File: src/rtl/seg7_scan_readback_pkg.sv
// rtl/seg7_scan_readback_pkg.sv - seven-segment pattern table and decoded-digit type
package seg7_scan_readback_pkg;

    // Active-low segment patterns, bit0=a .. bit6=g; must track the encoder's table exactly.
    localparam logic [6:0] SEG7_0     = 7'h40;
    localparam logic [6:0] SEG7_1     = 7'h79;
    localparam logic [6:0] SEG7_2     = 7'h24;
    localparam logic [6:0] SEG7_3     = 7'h30;
    localparam logic [6:0] SEG7_4     = 7'h19;
    localparam logic [6:0] SEG7_5     = 7'h12;
    localparam logic [6:0] SEG7_6     = 7'h02;
    localparam logic [6:0] SEG7_7     = 7'h78;
    localparam logic [6:0] SEG7_8     = 7'h00;
    localparam logic [6:0] SEG7_9     = 7'h18;
    localparam logic [6:0] SEG7_A     = 7'h08;
    localparam logic [6:0] SEG7_B     = 7'h03;
    localparam logic [6:0] SEG7_C     = 7'h46;
    localparam logic [6:0] SEG7_D     = 7'h21;
    localparam logic [6:0] SEG7_E     = 7'h06;
    localparam logic [6:0] SEG7_BLANK = 7'h7F;

    typedef struct packed {
        logic [3:0] nibble;
        logic       blank;
        logic       err;
    } seg7_digit_t;

endpackage

File: src/rtl/seg7_scan_readback_if.sv
// rtl/seg7_scan_readback_if.sv - scanned display bus and frame delivery handshake
interface seg7_scan_readback_if #(
    parameter int NUM_DIGITS = 4
);
    logic [6:0]              Seg_in;
    logic [NUM_DIGITS-1:0]   Dig_en_n;
    logic                    Ack_in;
    logic [4*NUM_DIGITS-1:0] Digits_out;
    logic [NUM_DIGITS-1:0]   Blank_out;
    logic [NUM_DIGITS-1:0]   Err_out;
    logic                    Valid_out;

    modport master (
        output Seg_in, Dig_en_n, Ack_in,
        input  Digits_out, Blank_out, Err_out, Valid_out
    );

    modport slave (
        input  Seg_in, Dig_en_n, Ack_in,
        output Digits_out, Blank_out, Err_out, Valid_out
    );
endinterface

File: src/rtl/seg7_scan_readback_decode.sv
// rtl/seg7_scan_readback_decode.sv - combinational 7-seg pattern to nibble/blank/err
module seg7_pattern_decode
    import seg7_scan_readback_pkg::*;
(
    input  logic [6:0]  pattern,
    output seg7_digit_t digit
);

    always_comb begin
        digit = '{nibble: 4'h0, blank: 1'b0, err: 1'b0};
        case (pattern)
            SEG7_0:     digit.nibble = 4'h0;
            SEG7_1:     digit.nibble = 4'h1;
            SEG7_2:     digit.nibble = 4'h2;
            SEG7_3:     digit.nibble = 4'h3;
            SEG7_4:     digit.nibble = 4'h4;
            SEG7_5:     digit.nibble = 4'h5;
            SEG7_6:     digit.nibble = 4'h6;
            SEG7_7:     digit.nibble = 4'h7;
            SEG7_8:     digit.nibble = 4'h8;
            SEG7_9:     digit.nibble = 4'h9;
            SEG7_A:     digit.nibble = 4'hA;
            SEG7_B:     digit.nibble = 4'hB;
            SEG7_C:     digit.nibble = 4'hC;
            SEG7_D:     digit.nibble = 4'hD;
            SEG7_E:     digit.nibble = 4'hE;
            SEG7_BLANK: begin
                digit.nibble = 4'hF;
                digit.blank  = 1'b1;
            end
            default:    digit.err = 1'b1;
        endcase
    end

endmodule

File: src/rtl/seg7_scan_readback.sv
// rtl/seg7_scan_readback.sv - rebuilds stable digit frames from a scanned active-low 7-seg bus
module seg7_scan_readback
    import seg7_scan_readback_pkg::*;
#(
    parameter int NUM_DIGITS   = 4,
    parameter int STABLE_SCANS = 3,
    parameter int SETTLE       = 2
) (
    input  logic Clk,
    input  logic Rst_n,
    seg7_scan_readback_if.slave bus
);

    localparam int CW = $clog2(SETTLE + 2);
    localparam int MW = $clog2(STABLE_SCANS + 1);
    localparam logic [CW-1:0]         SETTLE_CNT = CW'(SETTLE);
    localparam logic [CW-1:0]         SETTLE_SAT = CW'(SETTLE + 1);
    localparam logic [MW-1:0]         MATCH_FULL = MW'(STABLE_SCANS);
    localparam logic [NUM_DIGITS-1:0] ALL_DIGITS = '1;
    localparam logic [NUM_DIGITS-1:0] ONE_DIGIT  = NUM_DIGITS'(1);

    logic [6:0]                   seg_r;
    logic [NUM_DIGITS-1:0]        en_r, en_q, act;
    logic [CW-1:0]                settle_cnt, cnt_now;
    logic [MW-1:0]                match_cnt, match_next;
    logic [NUM_DIGITS-1:0]        mask, mask_next;
    logic                         single_hot, multi_hot, capture, complete, qualify;
    logic                         delivered, pending, valid_q;
    seg7_digit_t                  dec;
    seg7_digit_t [NUM_DIGITS-1:0] slot, frame, prev_frame, out_frame;
    logic [4*NUM_DIGITS-1:0]      out_dig;
    logic [NUM_DIGITS-1:0]        out_blank, out_err;

    seg7_pattern_decode u_decode (
        .pattern (seg_r),
        .digit   (dec)
    );

    always_comb begin
        act        = ~en_r;
        single_hot = (act != '0) && ((act & (act - ONE_DIGIT)) == '0);
        multi_hot  = (act != '0) && !single_hot;

        // Count 1 on the first cycle of a new enable pattern, saturating one past SETTLE
        // so the capture fires exactly once per activation.
        if (en_r != en_q)
            cnt_now = CW'(1);
        else if (settle_cnt == SETTLE_SAT)
            cnt_now = settle_cnt;
        else
            cnt_now = settle_cnt + CW'(1);

        capture   = single_hot && (cnt_now == SETTLE_CNT);
        frame     = slot;
        mask_next = mask;
        if (capture) begin
            for (int k = 0; k < NUM_DIGITS; k++)
                if (act[k]) frame[k] = dec;
            mask_next = mask | act;
        end
        complete = capture && (mask_next == ALL_DIGITS);

        if (frame == prev_frame)
            match_next = (match_cnt == MATCH_FULL) ? match_cnt : match_cnt + MW'(1);
        else
            match_next = MW'(1);

        qualify = complete && (match_next == MATCH_FULL) &&
                  (!delivered || (frame != out_frame));
    end

    always_ff @(posedge Clk or negedge Rst_n) begin
        if (!Rst_n) begin
            seg_r      <= '0;
            en_r       <= '0;
            en_q       <= '0;
            settle_cnt <= '0;
            slot       <= '0;
            mask       <= '0;
            prev_frame <= '0;
            match_cnt  <= '0;
            out_frame  <= '0;
            delivered  <= 1'b0;
            pending    <= 1'b0;
            valid_q    <= 1'b0;
        end else begin
            seg_r      <= bus.Seg_in;
            en_r       <= bus.Dig_en_n;
            en_q       <= en_r;
            settle_cnt <= cnt_now;
            slot       <= frame;

            if (multi_hot || complete)
                mask <= '0;
            else
                mask <= mask_next;

            if (complete) begin
                prev_frame <= frame;
                match_cnt  <= match_next;
            end

            // A completion landing on the ack edge is parked in pending; prev_frame still
            // holds that frame on the following cycle, so it is delivered from there.
            if (valid_q) begin
                if (bus.Ack_in) begin
                    valid_q <= 1'b0;
                    pending <= qualify;
                end
            end else if (pending) begin
                out_frame <= prev_frame;
                valid_q   <= 1'b1;
                pending   <= 1'b0;
                delivered <= 1'b1;
            end else if (qualify) begin
                out_frame <= frame;
                valid_q   <= 1'b1;
                delivered <= 1'b1;
            end
        end
    end

    always_comb begin
        out_dig   = '0;
        out_blank = '0;
        out_err   = '0;
        for (int k = 0; k < NUM_DIGITS; k++) begin
            out_dig[4*k +: 4] = out_frame[k].nibble;
            out_blank[k]      = out_frame[k].blank;
            out_err[k]        = out_frame[k].err;
        end
    end

    assign bus.Digits_out = out_dig;
    assign bus.Blank_out  = out_blank;
    assign bus.Err_out    = out_err;
    assign bus.Valid_out  = valid_q;

endmodule

File: src/flat_wrapper.sv
// flat-port wrapper written by rule: the top's interface ports become plain ports
module seg7_scan_readback_flat import seg7_scan_readback_pkg::*;
#(
    parameter int NUM_DIGITS   = 4,
    parameter int STABLE_SCANS = 3,
    parameter int SETTLE       = 2
)
  (Clk, Rst_n, bus_Seg_in, bus_Dig_en_n, bus_Ack_in, bus_Digits_out, bus_Blank_out, bus_Err_out, bus_Valid_out);
  seg7_scan_readback_if #(.NUM_DIGITS(NUM_DIGITS)) bus_i ();
  input  logic Clk;
  input  logic Rst_n;
  input wire logic [$bits(bus_i.Seg_in)-1:0] bus_Seg_in;
  input wire logic [$bits(bus_i.Dig_en_n)-1:0] bus_Dig_en_n;
  input wire logic [$bits(bus_i.Ack_in)-1:0] bus_Ack_in;
  output wire logic [$bits(bus_i.Digits_out)-1:0] bus_Digits_out;
  output wire logic [$bits(bus_i.Blank_out)-1:0] bus_Blank_out;
  output wire logic [$bits(bus_i.Err_out)-1:0] bus_Err_out;
  output wire logic [$bits(bus_i.Valid_out)-1:0] bus_Valid_out;
  assign bus_i.Seg_in = bus_Seg_in;
  assign bus_i.Dig_en_n = bus_Dig_en_n;
  assign bus_i.Ack_in = bus_Ack_in;
  assign bus_Digits_out = bus_i.Digits_out;
  assign bus_Blank_out = bus_i.Blank_out;
  assign bus_Err_out = bus_i.Err_out;
  assign bus_Valid_out = bus_i.Valid_out;
  seg7_scan_readback #(.NUM_DIGITS(NUM_DIGITS), .STABLE_SCANS(STABLE_SCANS), .SETTLE(SETTLE)) u_core (.Clk(Clk), .Rst_n(Rst_n), .bus(bus_i));
endmodule
File: config.mk
export PLATFORM = sky130hd
export DESIGN_NAME = seg7_scan_readback_flat
export DESIGN_NICKNAME = d
export VERILOG_FILES = /design/src/rtl/seg7_scan_readback_pkg.sv /design/src/rtl/seg7_scan_readback_if.sv /design/src/rtl/seg7_scan_readback_decode.sv /design/src/rtl/seg7_scan_readback.sv /design/src/flat_wrapper.sv
export SDC_FILE = /design/constraint.sdc
export NUM_CORES = 1
export LEC_CHECK = 0
export CAP_MARGIN = 20
export CORE_AREA = 2 2 109 111
export CTS_CLUSTER_SIZE = 10
export DETAILED_ROUTE_END_ITERATION = 12
export DIE_AREA = 0 0 111 113
export PLACE_DENSITY = 0.68
export SYNTH_ARGS = -nofsm -noshare
export SYNTH_HDL_FRONTEND = slang
export SYNTH_SLANG_ARGS = --single-unit
File: constraint.sdc
create_clock -name Clk -period 6.9 [get_ports Clk]
set_input_delay 0.69 -clock Clk [delete_from_list [all_inputs] [get_ports Clk]]
set_output_delay 0.69 -clock Clk [all_outputs]
set_load 0.02 [all_outputs]
==> summary.md, run 1 <==
The flow ran to the end, and the final reports show no timing, DRC or antenna violations. The final number of hold-violating endpoints is 0. TritonCTS built the clock tree. The peak supply drop was 0.000156 V; the quantity of hold-fixing buffers added after cts was 0. Final cell count without fillers: 794.

The synthesized netlist occupies a cell area of 5790 µm². Power spread over the standard cell area amounts to 200 nW/µm². The layout has 1,000 filler cells. The number of max-cap violations was 0; the post-CTS setup-driven buffer insertion count was 0. The clock-pin transition on the worst setup and hold timing paths was 0.06 ns; the remaining routing DRC violations was 0.

The number of different library cells used by synthesis comes to 65. The most frequent cell on the critical path is o21ai_0. Of all nets on the critical path, the largest fanout is 16.

For this block, the routed nets add up to 16,000 µm of wire. With fillers left out, the area of the finished cells amounts to 6450 µm². The starting DRC count in detailed routing was 405; the number of gates resized after cts was 0. Number of global-route vias before repair: 4,649. The wire length per cell after detailed routing is 20.1 µm.

Setup slack on the critical path of the routed design comes to 1.98 ns. Subtracting the final worst setup slack from the clock period gives 4.92 ns. Static timing analysis puts the maximum clock frequency at 203 MHz. The library cell used most frequently in the layout, excluding fill and tap cells, is dfrtp_1. The tools report the overall fraction of global-route tracks in use as 0.263. For the worst setup path, the data arrival time is 5.19 ns. Measured along the y axis, the die boundary spans 113 µm. The average size of a mapped cell was 9.14 µm²; the worst path required time was 7.17 ns. At the pin with the least slew margin, the transition time is 1.07 ns. The tools report the maximum number of pins on one net before global-route repair as 54. The final global-route overflow total was 0; the total negative slack was 0 ns. Counting every sink on the clock net gives 98. The share of synthesized area occupied by flip-flops and latches was 0.424.

Summed over all cells, the static leakage comes to 0.00282 µW. The floorplan step defined a die boundary enclosing 12,500 µm². The family with the most delay on the worst path is compound AO/OA/AOI/OAI gates. Between clock sinks in the finished design, the worst skew comes to 0.00715 ns. The number of antenna cells inserted was 0; the horizontal die dimension was 111 µm. The pre-antenna-repair detailed-routing pass consisted of 5 iterations.

By startpoint and endpoint, the worst setup path is classified as reg -> reg. For the clock buffer count from CTS, the log shows 9. The number of antenna violations at the first check in global routing came out at 0. Number of buffers and inverters on the critical path: 1.

The H-tree depth reported by CTS was 3. The critical path goes through nand4_1, o22ai_1, a211oi_2, nand3_1, o21ai_0, o21ai_0, a2111oi_0, a311o_1, buf_4, mux2_2, nor2_1. The final weighted congestion in routability-driven placement came out at 0.932. Setup repair after global routing left no endpoint under its margin. Buffers placed on the I/O ports in this run total 38. The total power after layout was 1290 µW. The worst slack at placement was 2.13 ns. The headroom to the max-slew limit was 0.288. The most used flip-flop cell after synthesis is dfrtp_1.

39 I/O pins were placed. Detailed routing inserted a total of 4,946 vias. The cell sitting at the root of the clock tree is a clkbuf_16. The tools report the nature of the critical path startpoint as a register. Counting every instance in the synthesized netlist gives 633.

The tools report the clock tree buffer depth as 2. For the final count of pins violating max slew, the log shows 0. The net count reported at finish was 661. The starting density of the core was 0.513.

The mean number of vias per cell works out to 6.23. STA classifies the critical path endpoint as a register. The classification of the worst-slack hold path was in -> async.

The floorplan has 39 rows. Async set-or-reset flop fraction in the synthesized netlist: 1.00. The count of flip-flops with a built-in enable after synthesis is 0, and the number of nets with antenna violations after detailed routing is 0. The first global-routing pass estimated 26,000 µm of wire.

In this run, placement finished with an instance count of 779. The clock reaches the later pin of the worst-skew pair after 0.35 ns. Largest stage delay on the critical path: 0.89 ns. The region available for standard cell placement spans 11,300 µm².

Compared with the post-synthesis result, the final layout area differs by 11.4%. Counting every net in the synthesized netlist gives 647. The final-report setup violation count is 0, and the yosys synthesis warning count is 0.

In the layout the commonest cells are 98 x dfrtp_1, 93 x nor2_1, 44 x nand2_1, 37 x clkdlybuf4s50_1, 36 x mux2_2. The ratio of final minimum period to clock period is 0.713. The slowest stage of the critical path belongs to the cell a211oi_2. The fraction of layout cells with a size suffix above 1 came out at 0.101. The run gives 6200 µm² as the standard cell area after detailed placement. Once detailed placement completed, the half-perimeter wirelength came to 11,000 µm.

In this run, synthesis produced a sequential element count of 98.
## cell usage after synthesis (3+ instances only)
master / n / area, µm²
dfrtp_1: 98 / 2450
nor2_1: 93 / 349
nand2_1: 44 / 165
mux2_2: 36 / 405
xor2_1: 35 / 307
o21ai_0: 29 / 145
o22ai_1: 29 / 181
inv_1: 22 / 82.6
clkbuf_1: 20 / 75.1
nand3_1: 19 / 95.1
xnor2_1: 18 / 158
buf_2: 16 / 80.1
a21oi_1: 15 / 75.1
nor3_1: 15 / 75.1
or3_1: 9 / 56.3
a211oi_1: 8 / 60.1
and2_1: 8 / 50.1
nor4_1: 8 / 50.1
and3_1: 7 / 43.8
mux2i_1: 7 / 70.1
nand4_1: 7 / 43.8
nand2b_1: 6 / 37.5
a31oi_1: 5 / 31.3
and4_1: 5 / 43.8
a2111oi_0: 4 / 35.0
a221oi_1: 3 / 26.3
a311oi_1: 3 / 26.3
nand3b_1: 3 / 22.5
nand4b_1: 3 / 26.3
nor3_2: 3 / 30.0
nor3b_1: 3 / 22.5
o2111ai_1: 3 / 26.3
or4_1: 3 / 22.5
## layout make-up
cell class / count / area, µm² / share of cell area
Clock buffer: 12 / 236 / 0.0367
Clock inverter: 3 / 17.5 / 0.00272
Inverter: 23 / 86.3 / 0.0134
Multi-Input combinational cell: 473 / 3070 / 0.476
Sequential cell: 98 / 2450 / 0.380
Tap cell: 143 / 179 / 0.0277
Timing Repair Buffer: 42 / 408 / 0.0632
## flip-flops by register name, indices dropped and copies added, names as in the netlist
| register | flops |
|---|---|
| u_core.bus.Blank_out | 4 |
| u_core.bus.Digits_out | 16 |
| u_core.bus.Err_out | 4 |
| u_core.bus.Valid_out | 1 |
| u_core.delivered | 1 |
| u_core.en_q | 4 |
| u_core.en_r | 4 |
| u_core.mask | 4 |
| u_core.match_cnt | 2 |
| u_core.pending | 1 |
| u_core.prev_frame | 24 |
| u_core.seg_r | 7 |
| u_core.settle_cnt | 2 |
| u_core.slot | 24 |
## metrics by stage
stage / utilization / hold slack, ns
after floorplan: - / 0.349
after global placement: 0.550 / 0.478
after detailed placement: 0.550 / 0.485
after CTS: 0.572 / 0.381
after global routing: 0.572 / 0.400
final: 0.572 / 0.355
## path summary, 6_finish.rpt
kind / startpoint / end / slack, ns / depth (start not counted)
worst max-delay path: u_core.seg_r[4]$_DFF_PN0_ / u_core.bus.Digits_out[8]$_DFFE_PN0P_ / 1.98 / 11
worst min-delay path: Rst_n / u_core.prev_frame[16]$_DFFE_PN0P_ / 0.36 / 1
worst max register to register: u_core.seg_r[4]$_DFF_PN0_ / u_core.bus.Digits_out[8]$_DFFE_PN0P_ / 1.98 / 11
worst min register to register: u_core.mask[3]$_DFF_PN0_ / u_core.mask[3]$_DFF_PN0_ / 0.49 / 2
max in group asynchronous: Rst_n / u_core.slot[0]$_DFF_PN0_ / 5.44 / 2
min in group Clk: u_core.mask[3]$_DFF_PN0_ / u_core.mask[3]$_DFF_PN0_ / 0.49 / 2
## layer usage
metal / vias to the layer above / track usage / wire (µm)
met1: 2415 / 0.379 / 7320
met3: 25 / 0.0546 / 1180
met4: 0 / 0.0883 / 381
li1: 2295 / - / -
met2: 211 / 0.397 / 7080
met5: - / 0 / 0
## logic make-up after synthesis
kind of cell / share of synthesized area
and+or+nand+nor: 0.221
AOI/OAI and AO/OA: 0.139
DFF: 0.424
buffers and inverters: 0.0469
xor gates and xnor gates: 0.0802
muxes: 0.0873
adders and majority gates: 0.00173
## report_power, final
part           internal [µW]  total [µW]  switching, µW
combinational           91.7         201            109
sequential               599         641           41.8
clock                    242         451            210
Note: power is estimated with default switching activity, not from simulation.
==> run 2: changes to the inputs <==
--- a/config.mk
+++ b/config.mk
@@ -10,7 +10,7 @@
 export CTS_CLUSTER_SIZE = 10
 export DETAILED_ROUTE_END_ITERATION = 12
 export DIE_AREA = 0 0 111 113
-export PLACE_DENSITY = 0.68
+export PLACE_DENSITY = 0.7
 export SYNTH_ARGS = -nofsm -noshare
 export SYNTH_HDL_FRONTEND = slang
 export SYNTH_SLANG_ARGS = --single-unit
==> constraint.sdc (replaced) <==
create_clock -name Clk -period 4.47 [get_ports Clk]
set_input_delay 0.447 -clock Clk [delete_from_list [all_inputs] [get_ports Clk]]
set_output_delay 0.447 -clock Clk [all_outputs]
set_load 0.02 [all_outputs]
==> run 2 against run 1 <==
  * Wire length increased by 1.6%
  * Clock-buffer cell count decreased by 1
  * Cell count increased by 1.1%
  * Via count up 1.5%
  * Critical path type unchanged
  * Flip-flop and latch count unchanged
==> summary.md, run 2 (same netlist as run 1, synthesis figures left out) <==
STA classifies the critical path startpoint as a register. Transition time at the pin with the least slew margin: 1.05 ns. The number of max-cap violations was 0; the arrival time at the worst endpoint was 4.33 ns. The longest clock path from root to sink contains 2 buffers. The total number of placement rows was 39. The first global-routing pass estimated 26,000 µm of wire. The routed via count is 5,021, and the final count of pins violating max slew is 0.

Dividing the detail-routed via count by the number of cells gives 6.25. The run gives 0.36 ns as the insertion delay to the later sink of the worst-skew pair. The tools report the number of global-route vias before repair as 4,721. The tools report the sequential cell area in the final layout as 2450 µm².

Walking the worst path, the cells encountered are or4bb_1, o22ai_1, a31oi_1, and2_1, o21bai_1, o2111ai_1, a2111oi_0, a311o_1, buf_4, mux2_2, nor2_1. Clock tree synthesis selected as its root buffer the cell clkbuf_16. The final layout contains routed wiring with a total length of 16,200 µm. For this run, the top clock speed supported by timing is 247 MHz. The run gives 0.00290 µW as the leakage power figure. Setup repair after global routing left no endpoint under its margin. The clock arrives with 0.0101 ns of skew. The run gives 0 as the number of gates resized after cts. For this run the aggregate overflow at the end of global routing stands at 0. Counting the fill cells in the layout gives 973. For the starting density of the core, the log shows 0.513.

The final number of hold-violating endpoints came out at 0. The routed design could run at a clock period as short as 4.05 ns. Port buffering added 38 buffers. The cell at the slowest stage of the critical path is dfrtp_1. Buffers inserted to repair hold after CTS numbered 0. For the worst path required time, the log shows 4.76 ns. Fraction of layout cells with a size suffix above 1: 0.118. VDD sags by at most 0.000221 V.

Detailed placement finished with a half-perimeter wire length of 11,300 µm. The first TritonRoute pass finished after 5 iterations. The total power after layout is 2150 µW, and the ratio of final minimum period to clock period is 0.905.

The run gives 0.937 as the final weighted congestion in routability-driven placement. The logs give 0 ns for the total negative slack and 9 for the clock buffer count from CTS. The die is 113 µm tall. The remaining routing DRC violations was 0. For this design the ratio of total power to cell area is 327 nW/µm². The worst reg2reg path depth works out to 11. The largest stage delay on the critical path works out to 0.55 ns. In this run the count of I/O pins placed on the die edge is 39.

The classification of the worst-slack hold path was in -> async. In the final design database the tool counted 670 nets. The worst setup path is captured at a register. Leaving out fill and tap cells, the most frequent cells in the layout are 98 x dfrtp_1, 93 x nor2_1, 44 x nand2_1, 37 x clkdlybuf4s50_1, 36 x mux2_2. The area overhead of the layout relative to synthesis works out to 14.0%. The logs give 11,300 µm² for the core outline area and 3080 µm² for the combined area of the multi-input logic cells. The repair_antennas step left the layout with diodes totalling 0.

The endpoint identified for the worst register-to-register timing path is u_core.bus.Digits_out[7]$_DFFE_PN0P_. After clock tree synthesis, the clock-pin slew on the worst setup and hold paths is 0.06 ns. The die covers 12,500 µm².

The overall fraction of global-route tracks in use was 0.265. Entering global routing, the biggest net connects 70 pins. The run finished with clean final reports.

The number of antenna violations at the first check in global routing came out at 0. The tools report the headroom to the max-slew limit as 0.301. The starting DRC count in detailed routing is 485.

Dividing the detail-routed wire length by the instance count gives 20.2 µm. Along the worst path, the maximum fanout reaches 14. The tools report the launch instance of the worst register-to-register path as u_core.seg_r[5]$_DFF_PN0_. Setup violations remaining at the end of the flow were counted as 0. TritonCTS built the clock tree. The detail route stage leaves a number of antenna-violating nets equal to 0.

Across all register-to-register paths, the minimum setup slack is 0.42 ns. The classification of the worst setup path was reg -> reg. The die is 111 µm wide. The H-tree depth reported by CTS was 3. The tools report the number of clock sinks as 98.

The library cell used most frequently in the layout, excluding fill and tap cells, is dfrtp_1. In this run the post-CTS setup repair buffer count came out at 0.
run 2: cell types whose count changed in the layout (fill, tap and decap cells not counted):
cell,delta
bufinv_16,+2
a211oi_4,+1
clkbuf_8,+2
clkbuf_1,-3
buf_4,+9
clkinv_2,-2
a211oi_2,-1
clkinvlp_4,+1
run 2: metrics by stage:
step,hold WS (ns),worst slack (ns),utilization,std cells,instance area (µm²)
2_1_floorplan,0.151,0.914,-,633,5790
3_3_place_gp,0.481,0.411,0.556,788,6260
3_5_place_dp,0.484,0.312,0.556,788,6260
4_1_cts,0.250,0.310,0.585,803,6590
5_1_grt,0.295,0.133,0.585,803,6600
6_report,0.203,0.423,0.585,803,6600
run 2: power breakdown:
part	total (µW)	internal, µW	leakage, µW	switching [µW]
Clock	854	517	0.000154	337
Combinational	312	143	0.00143	169
Sequential	989	925	0.00131	63.8
Total	2150	1590	0.00290	570
run 2: worst max-delay path: cells and delay by family, from the launching register on:
family                 cells  cell delay [ns]
muxes                      1             0.38
DFF                        1             0.55
buffers and inverters      1             0.27
AOI/OAI and AO/OA          6             1.78
and+or+nand+nor            3             1.00
run 2: worst max-delay path by stage:
stage	start	end	slack (ns)	depth (start not counted)
global placement	u_core.seg_r[2]$_DFF_PN0_	u_core.bus.Digits_out[14]$_DFFE_PN0P_	0.41	11
CTS	u_core.seg_r[5]$_DFF_PN0_	u_core.bus.Digits_out[12]$_DFFE_PN0P_	0.31	11
global route	u_core.seg_r[2]$_DFF_PN0_	u_core.bus.Digits_out[4]$_DFFE_PN0P_	0.13	11
detailed placement	u_core.seg_r[5]$_DFF_PN0_	u_core.bus.Digits_out[4]$_DFFE_PN0P_	0.31	11
floorplan	u_core.en_r[3]$_DFF_PN0_	u_core.bus.Digits_out[13]$_DFFE_PN0P_	0.91	13
finish	u_core.seg_r[5]$_DFF_PN0_	u_core.bus.Digits_out[7]$_DFFE_PN0P_	0.42	11
run 2: area by class of cell:
| cell class | count | share of cell area |
|---|---|---|
| repair buffers | 51 | 0.0721 |
| flip-flops and latches | 98 | 0.372 |
| clock inverters | 4 | 0.0114 |
| multi-input cells | 473 | 0.466 |
| inverters | 23 | 0.0131 |
| well taps | 143 | 0.0271 |
| clock buffers | 11 | 0.0383 |
run 2: per-layer routing:
| metal | up-vias | global-route usage | wire length, µm |
|---|---|---|---|
| met1 | 2485 | 0.372 | 7220 |
| li1 | 2303 | - | - |
| met4 | 0 | 0.0992 | 512 |
| met3 | 39 | 0.0552 | 1120 |
| met2 | 194 | 0.407 | 7380 |
| met5 | - | 0 | 0 |
